--- src/rtl/tthbif_uart_rf.sv ---
// UART byte command decoder and lane tap-select register file for tthbif.
// Optional write acknowledge responses are enabled by defining TTHBIF_RF_WACK_EN.
module tthbif_uart_rf #(
    parameter int          NUM_LANES    = 1,
    parameter int          TIMEOUT_CLKS = 1000000,
    parameter logic [7:0]  ID_VALUE     = 8'hB1
) (
    input  logic                     clk_i,
    input  logic                     rst_ni,
    input  logic                     en_i,
    input  logic                     rx_data_valid_i,
    input  logic [7:0]               rx_data_i,
    input  logic                     tx_data_ready_i,
    output logic                     tx_data_valid_o,
    output logic [7:0]               tx_data_o,
    output logic [2*NUM_LANES-1:0]   comb_tap_sel_o,
    output logic [2*NUM_LANES-1:0]   flop_tap_sel_o
);

    localparam int CNT_W = (TIMEOUT_CLKS > 1) ? $clog2(TIMEOUT_CLKS) : 1;
    localparam logic [CNT_W-1:0] CNT_LAST = CNT_W'(TIMEOUT_CLKS - 1);

    localparam logic [6:0] ADDR_ID      = 7'h00;
    localparam logic [6:0] ADDR_STATUS  = 7'h01;
    localparam logic [6:0] ADDR_SCRATCH = 7'h02;
    localparam int         LANE_BASE    = 16;

    typedef enum logic [1:0] {
        IDLE,
        WAIT_DATA,
        SEND
    } state_t;

    state_t           state;
    logic [6:0]       addr_q;
    logic [CNT_W-1:0] cnt;
    logic [1:0]       status;
    logic [7:0]       scratch;
    logic [3:0]       lane_cfg [NUM_LANES];
    logic [7:0]       rd_data;

    // Read data is decoded straight from the incoming command byte so it can
    // be captured in the same cycle the command is accepted.
    always_comb begin
        // NOTE: every always_comb output gets a default first so no path leaves it unassigned (no latch).
        rd_data = 8'h00;
        case (rx_data_i[6:0])
            ADDR_ID:      rd_data = ID_VALUE;
            ADDR_STATUS:  rd_data = {6'b0, status};
            ADDR_SCRATCH: rd_data = scratch;
            default:      rd_data = 8'h00;
        endcase
        for (int n = 0; n < NUM_LANES; n++) begin
            if (rx_data_i[6:0] == 7'(LANE_BASE + n)) rd_data = {4'h0, lane_cfg[n]};
        end
    end

`ifdef TTHBIF_RF_WACK_EN
    localparam logic [7:0] RESP_ACK = 8'h06;
    localparam logic [7:0] RESP_NAK = 8'h15;

    logic wr_mapped;

    always_comb begin
        wr_mapped = (addr_q == ADDR_ID) || (addr_q == ADDR_STATUS) || (addr_q == ADDR_SCRATCH);
        for (int n = 0; n < NUM_LANES; n++) begin
            if (addr_q == 7'(LANE_BASE + n)) wr_mapped = 1'b1;
        end
    end
`endif

    always_ff @(posedge clk_i or negedge rst_ni) begin
        if (!rst_ni) begin
            // NOTE: sequential state uses non-blocking (<=) so all flops update together at the edge.
            state           <= IDLE;
            tx_data_valid_o <= 1'b0;
            tx_data_o       <= 8'h00;
            addr_q          <= 7'h00;
            cnt             <= '0;
            status          <= 2'b00;
            scratch         <= 8'h00;
            // NOTE: lane_cfg is a small flop array with a defined reset value, not a RAM, so it is reset here.
            for (int n = 0; n < NUM_LANES; n++) lane_cfg[n] <= 4'hF;
        end else if (!en_i) begin
            state           <= IDLE;
            tx_data_valid_o <= 1'b0;
        end else begin
            case (state)
                IDLE: begin
                    if (rx_data_valid_i) begin
                        if (rx_data_i[7]) begin
                            addr_q <= rx_data_i[6:0];
                            cnt    <= '0;
                            state  <= WAIT_DATA;
                        end else begin
                            tx_data_o       <= rd_data;
                            tx_data_valid_o <= 1'b1;
                            state           <= SEND;
                        end
                    end
                end

                WAIT_DATA: begin
                    // A data byte in the expiry cycle takes priority over the timeout.
                    if (rx_data_valid_i) begin
                        if (addr_q == ADDR_STATUS)  status  <= status & ~rx_data_i[1:0];
                        if (addr_q == ADDR_SCRATCH) scratch <= rx_data_i;
                        for (int n = 0; n < NUM_LANES; n++) begin
                            if (addr_q == 7'(LANE_BASE + n)) lane_cfg[n] <= rx_data_i[3:0];
                        end
`ifdef TTHBIF_RF_WACK_EN
                        tx_data_o       <= wr_mapped ? RESP_ACK : RESP_NAK;
                        tx_data_valid_o <= 1'b1;
                        state           <= SEND;
`else
                        state           <= IDLE;
`endif
                    end else if (cnt == CNT_LAST) begin
                        status[1] <= 1'b1;
                        state     <= IDLE;
                    end else begin
                        cnt <= cnt + CNT_W'(1);
                    end
                end

                SEND: begin
                    if (rx_data_valid_i) status[0] <= 1'b1;
                    if (tx_data_ready_i) begin
                        tx_data_valid_o <= 1'b0;
                        state           <= IDLE;
                    end
                end

                default: state <= IDLE;
            endcase
        end
    end

    for (genvar n = 0; n < NUM_LANES; n++) begin : g_taps
        assign comb_tap_sel_o[2*n +: 2] = lane_cfg[n][1:0];
        assign flop_tap_sel_o[2*n +: 2] = lane_cfg[n][3:2];
    end

endmodule

--- config.mk ---
export PLATFORM = sky130hd
export DESIGN_NAME = tthbif_uart_rf
export DESIGN_NICKNAME = d
export VERILOG_FILES = /design/src/rtl/tthbif_uart_rf.sv
export SDC_FILE = /design/constraint.sdc
export NUM_CORES = 1
export LEC_CHECK = 0
export CORE_MARGIN = 2
export CORE_UTILIZATION = 51
export CTS_CLUSTER_SIZE = 25
export DETAILED_ROUTE_END_ITERATION = 10
export GPL_ROUTABILITY_DRIVEN = 1
export PLACE_DENSITY_LB_ADDON = 0.12
export SYNTH_ARGS = -nofsm -noshare
export SYNTH_HDL_FRONTEND = slang
export SYNTH_SLANG_ARGS = --single-unit
--- constraint.sdc ---
create_clock -name clk_i -period 2.1 [get_ports clk_i]
set_clock_uncertainty 0.2 [all_clocks]
set_input_delay 0.315 -clock clk_i [delete_from_list [all_inputs] [get_ports clk_i]]
set_output_delay 0.315 -clock clk_i [all_outputs]
set_load 0.05 [all_outputs]
==> impl_metrics.toml <==
[layout]
layoutNonFillerInstCount = 385
n_fill_cell = 425
final_area_um2 = 3430
antennaDiodeCount = 0
utilization = 0.667
multiInputGateArea_um2 = 1370
area_delta_synth_final_pct = 25.6
drive_gt1_frac = 0.302
regArea_um2 = 1310
fin_nets = 328

[sta]
relSlewSlack = 0.665
maxSlewViolCount = 0
setup_viol = 0
layout_setup_ws_ns = 0.0593
layout_min_cycle_time_ns = 2.04
hold_viol_final = 0
fmax_mhz = 490
tns_ns = 0
worst_slew_pin_slew_ns = 0.501
period_share = 0.972
rsz0062_at_grt = "true"

[setup_path]
cp_top_family = "compound AO/OA/AOI/OAI gates"
path_cells = "ha_1 -> and3_1 -> and3_4 -> a2111oi_1 -> mux2i_1"
cp-end-kind = "flip-flop"
cp.depth = 5
cp.buffers_inverters = 0
path_class = "flip-flop to flip-flop"
critPathSlowestCell = "a2111oi_1"
endpoint = "cnt[9]"
r2r_start = "cnt[1]"
r2r-end = "cnt[9]"
reg2regPathDepth = 5
rrSetupSlack_ns = 0.06
cp-start-kind = "flip-flop"
slowest_delay_ns = 0.50
crit_start = "cnt[1]"
worst_ep_required_time_ns = 2.13
arrival_ns = 2.07
cp_max_fo = 9

[synth]
synth_flop_cell = "dfrtp_1"
synth_top_area_cell = "dfrtp_1"
synth_area_leaders = "dfrtp_1, mux2_2, nand2_1"
synthesis.area_um2 = 2730
ys_ff_latch = 52
synth_top_area_frac = 0.440
syn-num-nets = 267
synth_edf_count = 0
syn_inst = 253
synth.distinct_cells = 53
seq_area_frac_synth = 0.478
syn_area_per_cell_um2 = 10.8
async_flop_share = 1.00
yosys_warnings = 0

[route]
drc = 0
wl_um = 6020
drt_iter0_markers = 113
routed_via_density = 5.65
vias = 2176
wl_per_cell_um = 15.6
first_pass_iters = 4
ant_nets = 0

[place]
dpl.hpwl_um = 4600
place_inst = 372
portBuffers = 25
post-place-ws_ns = -0.315
place_area_um2 = 3250
gp_congestion = 0.780

[global_routing]
gr-total-overflow = 0
grt_pass1_vias = 2119
track_usage = 0.219
antenna_found_initial = 0
grt_max_degree = 21
grt_pass1_wl_um = 10400

[floorplan]
ios = 26
die_height_um = 77.2
die_w_um = 77.2
start_util = 0.531
core_um2 = 5140
die_area_um2 = 5950
rows = 26

[cts]
htreeDepth = 2
cts_made_buffers = 5
insertion_delay_ns = 0.30
clk_pin_slew_worst_paths_ns = 0.09
cts_sinks = 52
cts_buffer_depth = 2
cts_tree = "done"
root_buffer = "clkbuf_8"

[worst_hold_path]
worstHoldPathType = "flip-flop to flip-flop"

[outcome]
outcome = "finished, final reports clean"

[flow_run]
maxCapViolCount = 0

[power]
powerDensity_nw_per_um2 = 655
max-vdd-ir-drop_uv = 366
leakagePower_nw = 1.54
-- kinds of logic after synthesis --
family	after synthesis	synth area share
AOI/OAI and AO/OA	45	0.113
adders and majority gates	1	0.00458
buffers and inverters	17	0.0335
DFF	52	0.478
muxes	30	0.119
and+or+nand+nor	108	0.252
-- report_power, final --
group	internal [mW]	switching [mW]	total [mW]
registers	1.09	0.0783	1.17
clock network	0.354	0.329	0.683
logic	0.180	0.213	0.393
-- final cells by class --
type	instances	share of cell area
Multi-Input combinational cell	184	0.399
Sequential cell	52	0.381
Timing Repair Buffer	64	0.155
Tap cell	70	0.0255
Clock buffer	6	0.0212
Clock inverter	2	0.0102
Inverter	7	0.00766
-- per-stage QoR --
step | total power [mW] | hold slack (ns)
floorplan | 1.41 | -0.181
global placement | 1.57 | 0.0869
detailed placement | 1.58 | 0.0903
CTS | 2.27 | 0.277
global route | 2.35 | 0.330
finish | 2.25 | 0.269
-- cells in the final DEF (no fill, tap or decap), types with 9 or more instances in the layout --
cell type        count
dfrtp_1             47
buf_4               42
nand2_1             31
mux2_2              19
clkdlybuf4s50_1     19
nor2_1              12
mux2i_1             11
a21oi_1             10
nand2b_1             9
nand3_1              9
-- what timing repair did --
action                                 4_1_cts  5_1_grt
endpoints found under the hold margin       14        0
setup endpoints to repair                    0       18
gates resized for setup                      0       10
setup buffers                                0        4
hold buffers                                 1        0
-- routing by layer --
metal,track usage,part of all wire,vias to the layer above
li1,-,-,1068
met1,0.330,0.51,1074
met2,0.326,0.45,30
met3,0.0365,0.028,4
met4,0.0589,0.0096,0
met5,0,0,-
-- cell usage after synthesis (2+ instances only) --
master     count
o221ai_1       2
a221oi_1       3
nand3_1        9
o21ai_0        7
a2bb2oi_1      3
buf_6          3
nor4b_1        3
a21oi_1       12
dfstp_2        4
inv_1          7
a31o_2         2
and3_1         4
nand4bb_1      2
or4_1          4
nor2_1        12
o31ai_1        4
mux2i_1       11
mux2_2        19
dfrtp_1       48
clkbuf_1       3
and4_2         2
nor2b_1        2
nand2b_1       9
nand2_1       31
a2111oi_0      3
buf_2          3
o211ai_1       4
and4_1         4
nor3_1         2
nand4_1        5
or3_1          2
nor3b_1        3
-- sequential cells by signal, indices dropped and copies added, names as in the netlist --
| name | count |
|---|---|
| tx_data_o | 8 |
| cnt | 20 |
| status | 2 |
| state | 2 |
| tx_data_valid_o | 1 |
| lane_cfg | 4 |
| addr_q | 7 |
| scratch | 8 |
-- worst min-delay path, stage by stage (launching register included) --
cell     delay, ns
dfrtp_1       0.35
nand2_1       0.05
nand2_1       0.05
-- worst min path at each step --
stage / from / endpoint / slack [ns] / cells past startpoint
after floorplan: rst_ni / addr_q[0] / -0.18 / 0
after global placement: rst_ni / cnt[7] / 0.09 / 1
after detailed placement: rst_ni / state[0] / 0.09 / 1
after CTS: rst_ni / addr_q[0] / 0.28 / 2
after global routing: rst_ni / status[0] / 0.33 / 2
final: tx_data_o[6] / tx_data_o[6] / 0.27 / 2
Power figures use the tool's default switching activity.
